### src/rtl/gesture_page_sequencer.sv
// -----------------------------------------------------------------------------
// gesture_page_sequencer
//
// Turns one-cycle West/East swipe pulses from the touch front end into a
// committed page index. Gestures are queued in a small direction FIFO. Each
// popped gesture yields a target page, which is requested from the image
// loader through a req/ack/done handshake. The page is committed only when
// the load completes, and a post-load lockout (HOLD) follows each commit.
//
// Optional feature (compile-time macro GESTURE_PAGE_WRAP_EN):
//   defined   : page indices wrap modulo NUM_PAGES at both ends.
//   undefined : page indices saturate at 0 and NUM_PAGES-1. A gesture that
//               would leave the page unchanged is discarded without a load.
//
// Parameters:
//   NUM_PAGES       number of pages (2..256)
//   PAGE_W          page index width, 2**PAGE_W >= NUM_PAGES
//   FIFO_DEPTH      gesture queue entries, power of 2 (2..16)
//   HOLD_CYCLES     lockout length after each committed load
//   TIMEOUT_CYCLES  longest wait for iLoad_done after iLoad_ack (>= 1)
//
// Ports:
//   iCLK        system clock
//   iRSTN       asynchronous active-low reset
//   iGest_W     one-cycle pulse: previous page
//   iGest_E     one-cycle pulse: next page
//   iClr_err    synchronous clear of oOverflow / oTimeout (a set wins)
//   oLoad_req   load request, held until iLoad_ack
//   oLoad_page  page to load, stable while oLoad_req is high
//   iLoad_ack   loader accepted the request
//   iLoad_done  loader finished (one-cycle pulse)
//   oPage       committed current page
//   oPage_upd   one-cycle pulse when oPage changes
//   oBusy       FSM not idle, or gestures still queued
//   oOverflow   sticky: a gesture was dropped on a full queue
//   oTimeout    sticky: a load timed out waiting for iLoad_done
// -----------------------------------------------------------------------------
module gesture_page_sequencer #(
  parameter int NUM_PAGES      = 8,
  parameter int PAGE_W         = 8,
  parameter int FIFO_DEPTH     = 4,
  parameter int HOLD_CYCLES    = 5000000,
  parameter int TIMEOUT_CYCLES = 50000000
) (
  input  logic              iCLK,
  input  logic              iRSTN,
  input  logic              iGest_W,
  input  logic              iGest_E,
  input  logic              iClr_err,
  output logic              oLoad_req,
  output logic [PAGE_W-1:0] oLoad_page,
  input  logic              iLoad_ack,
  input  logic              iLoad_done,
  output logic [PAGE_W-1:0] oPage,
  output logic              oPage_upd,
  output logic              oBusy,
  output logic              oOverflow,
  output logic              oTimeout
);

  // ---------------------------------------------------------------------------
  // Derived constants
  // ---------------------------------------------------------------------------
  localparam int AW      = $clog2(FIFO_DEPTH);
  localparam int CNT_MAX = (HOLD_CYCLES > TIMEOUT_CYCLES) ? HOLD_CYCLES : TIMEOUT_CYCLES;
  // The shared counter only ever runs 0 .. CNT_MAX-1.
  localparam int CNT_W   = (CNT_MAX < 2) ? 1 : $clog2(CNT_MAX);

  localparam logic [CNT_W-1:0]  HOLD_LAST    = CNT_W'((HOLD_CYCLES > 0) ? HOLD_CYCLES - 1 : 0);
  localparam logic [CNT_W-1:0]  TIMEOUT_LAST = CNT_W'((TIMEOUT_CYCLES > 0) ? TIMEOUT_CYCLES - 1 : 0);
  localparam logic [PAGE_W-1:0] LAST_PAGE    = PAGE_W'(NUM_PAGES - 1);
  localparam logic [AW:0]       FIFO_FULL    = (AW + 1)'(FIFO_DEPTH);

  typedef enum logic [1:0] {
    S_IDLE,
    S_REQ,
    S_WAIT,
    S_HOLD
  } state_t;

  // A zero-length lockout skips HOLD entirely.
  localparam state_t COMMIT_NEXT = (HOLD_CYCLES == 0) ? S_IDLE : S_HOLD;

  // ---------------------------------------------------------------------------
  // Registers and wires
  // ---------------------------------------------------------------------------
  state_t              r_state;
  logic [CNT_W-1:0]    r_cnt;
  logic                r_load_req;
  logic [PAGE_W-1:0]   r_load_page;
  logic [PAGE_W-1:0]   r_page;
  logic                r_page_upd;
  logic                r_overflow;
  logic                r_timeout;

  logic                r_fifo_mem [FIFO_DEPTH];
  logic [AW-1:0]       r_wr_ptr;
  logic [AW-1:0]       r_rd_ptr;
  logic [AW:0]         r_count;

  logic                w_gest_valid;
  logic                w_gest_dir;
  logic                w_empty;
  logic                w_full;
  logic                w_pop;
  logic                w_push;
  logic                w_drop;
  logic                w_head_dir;
  logic [PAGE_W-1:0]   w_target;
  logic                w_timeout_evt;

  // ---------------------------------------------------------------------------
  // Gesture FIFO (one direction bit per entry: W=0, E=1)
  // ---------------------------------------------------------------------------
  // Simultaneous W and E is ambiguous and is ignored outright.
  assign w_gest_valid = iGest_W ^ iGest_E;
  assign w_gest_dir   = iGest_E;

  assign w_empty = (r_count == '0);
  assign w_full  = (r_count == FIFO_FULL);

  // The FSM consumes one entry per cycle while idle.
  assign w_pop  = (r_state == S_IDLE) && !w_empty;
  // A pop in the same cycle frees the slot, so a full queue still accepts.
  assign w_push = w_gest_valid && (!w_full || w_pop);
  assign w_drop = w_gest_valid && w_full && !w_pop;

  assign w_head_dir = r_fifo_mem[r_rd_ptr];

  // NOTE: the storage array has no reset; the pointers and count alone define
  // which entries are valid, so clearing the data bits would buy nothing.
  always_ff @(posedge iCLK) begin
    if (w_push) begin
      r_fifo_mem[r_wr_ptr] <= w_gest_dir;
    end
  end

  always_ff @(posedge iCLK or negedge iRSTN) begin
    if (!iRSTN) begin
      r_wr_ptr <= '0;
      r_rd_ptr <= '0;
      r_count  <= '0;
    end else begin
      if (w_push) begin
        r_wr_ptr <= r_wr_ptr + AW'(1);
      end
      if (w_pop) begin
        r_rd_ptr <= r_rd_ptr + AW'(1);
      end
      case ({w_push, w_pop})
        2'b10:   r_count <= r_count + (AW + 1)'(1);
        2'b01:   r_count <= r_count - (AW + 1)'(1);
        default: r_count <= r_count;
      endcase
    end
  end

  // ---------------------------------------------------------------------------
  // Target page for the entry at the head of the queue, always relative to
  // the committed page.
  // ---------------------------------------------------------------------------
  // NOTE: every combinational output gets a default first so that no path
  // through the block leaves it unassigned and infers a latch.
  always_comb begin
    w_target = r_page;
    if (w_head_dir) begin
      if (r_page == LAST_PAGE) begin
`ifdef GESTURE_PAGE_WRAP_EN
        w_target = '0;
`else
        w_target = r_page;
`endif
      end else begin
        w_target = r_page + PAGE_W'(1);
      end
    end else begin
      if (r_page == '0) begin
`ifdef GESTURE_PAGE_WRAP_EN
        w_target = LAST_PAGE;
`else
        w_target = r_page;
`endif
      end else begin
        w_target = r_page - PAGE_W'(1);
      end
    end
  end

  // ---------------------------------------------------------------------------
  // Sequencer FSM
  // ---------------------------------------------------------------------------
  assign w_timeout_evt = (r_state == S_WAIT) && !iLoad_done && (r_cnt == TIMEOUT_LAST);

  // NOTE: state is updated with non-blocking assignments so every register
  // sees the pre-edge value of every other register, matching the hardware.
  always_ff @(posedge iCLK or negedge iRSTN) begin
    if (!iRSTN) begin
      r_state     <= S_IDLE;
      r_cnt       <= '0;
      r_load_req  <= 1'b0;
      r_load_page <= '0;
      r_page      <= '0;
      r_page_upd  <= 1'b0;
    end else begin
      r_page_upd <= 1'b0;
      case (r_state)
        S_IDLE: begin
          // A target equal to the current page is dropped here; the next
          // queued entry is then considered on the following cycle.
          if (w_pop && (w_target != r_page)) begin
            r_load_page <= w_target;
            r_load_req  <= 1'b1;
            r_state     <= S_REQ;
          end
        end

        S_REQ: begin
          if (iLoad_ack) begin
            r_load_req <= 1'b0;
            r_cnt      <= '0;
            if (iLoad_done) begin
              // Loader completed in the same cycle it accepted.
              r_page     <= r_load_page;
              r_page_upd <= 1'b1;
              r_state    <= COMMIT_NEXT;
            end else begin
              r_state <= S_WAIT;
            end
          end
        end

        S_WAIT: begin
          if (iLoad_done) begin
            r_page     <= r_load_page;
            r_page_upd <= 1'b1;
            r_cnt      <= '0;
            r_state    <= COMMIT_NEXT;
          end else if (r_cnt == TIMEOUT_LAST) begin
            // Abandon the load; the committed page is left untouched.
            r_cnt   <= '0;
            r_state <= S_IDLE;
          end else begin
            r_cnt <= r_cnt + CNT_W'(1);
          end
        end

        S_HOLD: begin
          if (r_cnt == HOLD_LAST) begin
            r_cnt   <= '0;
            r_state <= S_IDLE;
          end else begin
            r_cnt <= r_cnt + CNT_W'(1);
          end
        end

        default: begin
          r_state <= S_IDLE;
        end
      endcase
    end
  end

  // ---------------------------------------------------------------------------
  // Sticky error flags: a set event in the same cycle as a clear wins.
  // ---------------------------------------------------------------------------
  always_ff @(posedge iCLK or negedge iRSTN) begin
    if (!iRSTN) begin
      r_overflow <= 1'b0;
      r_timeout  <= 1'b0;
    end else begin
      if (w_drop) begin
        r_overflow <= 1'b1;
      end else if (iClr_err) begin
        r_overflow <= 1'b0;
      end

      if (w_timeout_evt) begin
        r_timeout <= 1'b1;
      end else if (iClr_err) begin
        r_timeout <= 1'b0;
      end
    end
  end

  // ---------------------------------------------------------------------------
  // Outputs
  // ---------------------------------------------------------------------------
  assign oLoad_req  = r_load_req;
  assign oLoad_page = r_load_page;
  assign oPage      = r_page;
  assign oPage_upd  = r_page_upd;
  assign oOverflow  = r_overflow;
  assign oTimeout   = r_timeout;
  assign oBusy      = (r_state != S_IDLE) || !w_empty;

endmodule

### config.mk
export PLATFORM = sky130hd
export DESIGN_NAME = gesture_page_sequencer
export DESIGN_NICKNAME = d
export VERILOG_FILES = /design/src/rtl/gesture_page_sequencer.sv
export SDC_FILE = /design/constraint.sdc
export NUM_CORES = 1
export LEC_CHECK = 0
export ABC_AREA = 0
export BUFFER_PORTS_ARGS = -buffer_cell sky130_fd_sc_hd__buf_2
export CORE_MARGIN = 2
export CORE_UTILIZATION = 45
export CTS_CLUSTER_SIZE = 12
export DETAILED_ROUTE_END_ITERATION = 7
export PLACE_DENSITY_LB_ADDON = 0.12
export SYNTH_ARGS = -nofsm -noshare
export SYNTH_HDL_FRONTEND = slang
export SYNTH_SLANG_ARGS = --single-unit
### constraint.sdc
create_clock -name iCLK -period 4 [get_ports iCLK]
set_input_delay 0.8 -clock iCLK [delete_from_list [all_inputs] [get_ports iCLK]]
set_output_delay 0.8 -clock iCLK [all_outputs]
set_load 0.005 [all_outputs]
Yosys cells after proc, flatten, opt, wreduce, memory -nomap -nowiden
Memory sizes are Yosys's and may differ from the RTL's.
Index checks and enable logic that the tools add are counted.
{"block": "totals", "ff_bits": 55, "mem_bits_rw": 4, "inputBits": 7, "out_inout_bits": 21, "wordCells": 92, "memories": 1}
{"name": "r_fifo_mem", "words": 4, "word_bits": 1, "read_ports": 1, "rd_ports_with_merged_regs": 0, "write_ports": 1, "line": "96", "text": "logic r_fifo_mem [FIFO_DEPTH];"}
{"block": "op_classes", "n_addsub": 7, "n_eq_ne": 14, "n_mux": 30, "n_bitwise": 1, "reduce_logical": 28}
{"operator": "$mux 26", "n": 4}
{"operator": "$pmux 26 s3", "n": 1}
{"operator": "$mux 8", "n": 5}
{"operator": "$add 26x1->26 const B", "n": 1}
{"operator": "$eq 26x23->1 const B", "n": 1}
{"operator": "$eq 26x26->1 const B", "n": 1}
{"operator": "$pmux 8 s2", "n": 1}
{"operator": "$reduce_bool 2->1", "n": 6}
{"operator": "$mux 1", "n": 10}
{"operator": "$mux 2", "n": 5}
{"operator": "$add 8x1->8 const B", "n": 1}
{"operator": "$eq 8x3->1 const B", "n": 1}
{"operator": "$logic_not 8->1", "n": 1}
{"operator": "$ne 8x8->1", "n": 1}
{"operator": "$pmux 2 s4", "n": 1}
{"operator": "$sub 8x1->8 const B", "n": 1}
{"operator": "$logic_and 1x1->1", "n": 7}
{"operator": "$eq 2x2->1 const B", "n": 3}
{"operator": "$pmux 3 s2", "n": 1}
{"operator": "$reduce_and 2->1", "n": 3}
{"operator": "$add 2x1->2 const B", "n": 2}
{"operator": "$eq 2x1->1 const B", "n": 2}
{"operator": "$logic_not 1->1", "n": 4}
{"operator": "$ne 2x2->1 const B", "n": 2}
{"operator": "13 further kinds", "n": 15}

Logic depth before layout (Yosys ltp)
{"block": "logic_depth", "ltp_word": 7, "depth_mapped": 10, "mapped_depth_nobuf": 9}

Worst setup path before layout
No wires, ideal clock.
{"block": "synth_path", "path_kind": "reg-to-reg", "from": "register r_state[0]", "to": "register r_count[2]", "setup_ps": 123, "t_arrival_ps": 2131, "t_required_ps": 3877, "path_slack_ps": 1747, "path_stages_with_launch": 11, "n_path_buf": 1, "synth_period_minus_slack_ps": 2253, "cell_sequence": "dfrtp_1 -> inv_1 -> ha_1 -> buf_4 -> nor2b_1 -> and2_1 -> inv_1 -> fa_1 -> nor4_1 -> a21oi_1 -> xnor2_1"}
{"block": "synth_via", "elab_chain_cells": 6, "word_cells_on_any_way": 8, "classes_between": "2 x eq/ne; 1 x mux; 5 x reduce/logical"}
{"item": "start, declared", "line": "87", "text": "state_t r_state;"}
{"item": "start signal, assigned", "line": "198", "text": "r_state <= S_IDLE;"}
{"item": "start signal, assigned", "line": "213", "text": "r_state <= S_REQ;"}
{"item": "start signal, assigned", "line": "225", "text": "r_state <= COMMIT_NEXT;"}
{"item": "$logic_not 2->1 (*)", "line": "123", "text": "assign w_pop = (r_state == S_IDLE) && !w_empty;"}
{"item": "$logic_and 1x1->1 (*)", "line": "123"}
{"item": "$logic_or 1x1->1", "line": "125", "text": "assign w_push = w_gest_valid && (!w_full || w_pop);"}
{"item": "$logic_and 1x1->1", "line": "125"}
{"item": "$eq 2x1->1 or $eq 2x2->1 (tied branches)", "line": "150", "text": "case ({w_push, w_pop})"}
{"item": "$pmux 3 s2 or $reduce_bool 2->1 (tied branches)"}
{"item": "end signal, assigned", "line": "151", "text": "2'b10: r_count <= r_count + (AW + 1)'(1);"}
{"item": "end signal, assigned", "line": "152", "text": "2'b01: r_count <= r_count - (AW + 1)'(1);"}
{"item": "end signal, assigned", "line": "153", "text": "default: r_count <= r_count;"}
{"item": "end, declared", "line": "99", "text": "logic [AW:0] r_count;"}
Every way passes the cells marked *; elsewhere a longest branch is shown, timed or not.
A chain may end at the register's enable or synchronous reset.

Worst setup path after layout
{"block": "layout_path", "from": "register r_state[1]", "to": "register r_cnt[13]"}
{"block": "layout_via", "elab_chain_cells": 3, "word_cells_on_any_way": 7, "classes_between": "4 x eq/ne; 1 x mux; 2 x reduce/logical"}
{"item": "$eq 2x1->1 or $eq 2x2->1 (tied branches)", "line": "206", "text": "case (r_state)"}
{"item": "$ne 2x2->1 (no line) or $reduce_bool 3->1 (tied branches)"}
{"item": "$reduce_and 2->1 (no line)"}
{"item": "end signal, assigned", "line": "243", "text": "r_cnt <= r_cnt + CNT_W'(1);"}
{"item": "end signal, assigned", "line": "252", "text": "r_cnt <= r_cnt + CNT_W'(1);"}
{"item": "end, declared", "line": "88", "text": "logic [CNT_W-1:0] r_cnt;"}
Parallel ways exist; a longest one is shown, timed or not.

==> impl_metrics.yaml <==
run_status:
  status: "complete, no violations"
routing:
  met1Wirelength_um: 3760
  vias_per_cell: 5.28
  drt_iter0_drc: 176
  first_pass_iters: 4
  drc: 0
  num_vias: 2540
  wl_met2_um: 2920
  post_drt_wl_per_cell_um: 14.6
  ant_nets: 0
  wl_met3_um: 220
  wirelength_um: 7030
  route.top_layer_used: "met4"
cells_and_area:
  design_area_mm2: 0.00373
  layout_commonest_cell: "dfrtp_1"
  final_cell_mix: "dfrtp_1 (55), nand2_1 (43), nor2_1 (27), buf_2 (27), o21ai_0 (20)"
  n_antenna_cell: 0
  final_nets: 397
  drive_gt1_frac: 0.178
  area_growth_pct: 10.8
  fin_util: 0.515
  final_cells: 481
synth:
  synth-compound-area-share: 0.121
  yosys.area_share.simple: 0.233
  synthArstFlopShare: 0.932
  synthFlopType: "dfrtp_1"
  synth_cells: 347
  syn_avg_cell_area_um2: 9.71
  synth-edff-count: 4
  syn_nets: 367
  syn-cell-area_mm2: 0.00337
  synth-seq-area-share: 0.444
  ys_seq_elements: 59
  yosys-mux-area-fraction: 0.0505
  synth_top_family_by_area: "simple AND/OR/NAND/NOR gates"
  synthAdderAreaFrac: 0.0505
  synth_xor_area_frac: 0.0624
  yosysWarnings: 0
  yosysUniqueCellTypes: 64
global_routing:
  track_usage: 0.188
  grt_pass1_vias: 2526
  antenna_found_initial: 0
  grt_start_max_net_pins: 34
  grt_pass1_wl_um: 12400
  grt.overflow.total: 0
sta:
  max_freq_mhz: 407
  rsz0062_at_grt: "false"
  fin_hold_ws_ns: 0.452
  fin_ws_ns: 1.54
  skew_ns: 0.00679
  fin_crit_ns: 2.46
  maxSlewViolCount: 0
  period_share: 0.614
  max_slew.worst_pin.slew_ns: 0.737
  setup-tns-final_ns: 0
  setup_viol: 0
  relSlewSlack: 0.504
  finalHoldViolCount: 0
critical_path:
  cp-start-kind: "register"
  crit_arrival_ns: 2.71
  endpoint_kind: "register"
  worst-setup-path-type: "reg2reg"
  crit_fanout: 6
  worstPathRequired_ns: 4.25
place:
  portBuffers: 27
  dp_hpwl_um: 5070
  pre_cts_ws_ns: 1.51
  gp_congestion: 0.821
  dp_cells: 465
  dpl-instance-area_mm2: 0.00358
floorplanning:
  rows: 31
  core_area_mm2: 0.00725
  initial_utilization: 0.464
  die_h_um: 90.5
  fp.dieW_um: 90.5
  num_io_pins: 28
  die_area_mm2: 0.00819
hold_path:
  hold_path_class: "in2async"
pwr:
  p_per_area_mw_per_mm2: 666
  p_leak_nw: 1.61
  irDropWorstVdd_uv: 334
  p_total_mw: 2.48
flow_run:
  cap_violations: 0
cts:
  htree_levels: 3
  postCtsHoldBufs: 0
  cts_buffer_depth: 2
  cts-root-buf: "clkbuf_8"
  post_cts_buffers: 0
  post_cts_resize_count: 0
  cts.sinks: 59
  clk_transition_reported_paths_ns: 0.07
  cts_tree: "built"
  cts_buffers: 9
  clock_latency_ns: 0.33
metal layers:
metal | up-vias | track usage
met5 | - | 0
met4 | 0 | 0.0910
met3 | 11 | 0.0309
met2 | 46 | 0.257
met1 | 1188 | 0.285
li1 | 1295 | -
kinds of logic after synthesis:
kind of cell / count (synthesis)
simple gates: 146
compound gates: 64
flops: 59
buf+inv: 27
xor+xnor: 24
mux: 14
fa+ha+maj: 13
state kept, by name (all words and copies together) (netlist names):
signal	flops
oPage	8
r_cnt	26
oTimeout	1
oOverflow	1
r_wr_ptr	2
r_fifo_mem	4
r_rd_ptr	2
r_count	3
oPage_upd	1
r_state	2
oLoad_req	1
oLoad_page	8
final timing paths:
check | startpoint | slack, ns | to | depth (start not counted)
max | r_state[1] | 1.54 | r_cnt[13] | 7
min | iRSTN | 0.45 | oLoad_page[6] | 1
max reg2reg | r_state[1] | 1.54 | r_cnt[13] | 7
min reg2reg | r_rd_ptr[1] | 0.49 | r_rd_ptr[1] | 1
max in group asynchronous | iRSTN | 2.70 | r_cnt[14] | 2
min in group iCLK | r_rd_ptr[1] | 0.49 | r_rd_ptr[1] | 1
critical path, stage by stage, from the launching register on:
cell and delay [ns]:
dfrtp_1 0.43, inv_1 0.08, ha_1 0.25, nor2b_1 0.18, nor4_1 0.65, nand4_1 0.25, or3_2 0.45, o21ai_0 0.08
synth_stat cells, types with 11 or more instances:
library cell  number  area [um^2]
nand3_1           11         55.1
inv_1             16         60.1
nor3_1            12         60.1
nand2_1           43          161
nand4_1           11         68.8
a21oi_1           15         75.1
ha_1              12          150
nor2_1            27          101
o21ai_0           20          100
xnor2_1           14          123
dfrtp_1           55         1380
report_power, final:
part | total (mW) | internal (mW) | switching [mW]
logic | 1.11 | 0.483 | 0.629
clock network | 0.445 | 0.219 | 0.226
registers | 0.927 | 0.750 | 0.177
layout make-up:
cell class	instances	area [um^2]
clock buffer	12	135
clock inverter	4	17.5
fill	683	3520
inverter	16	60.1
multi-input combinational	261	1740
sequential	59	1500
tap	99	124
timing repair buffer	30	158
Note: power is estimated with default switching activity, not from simulation.
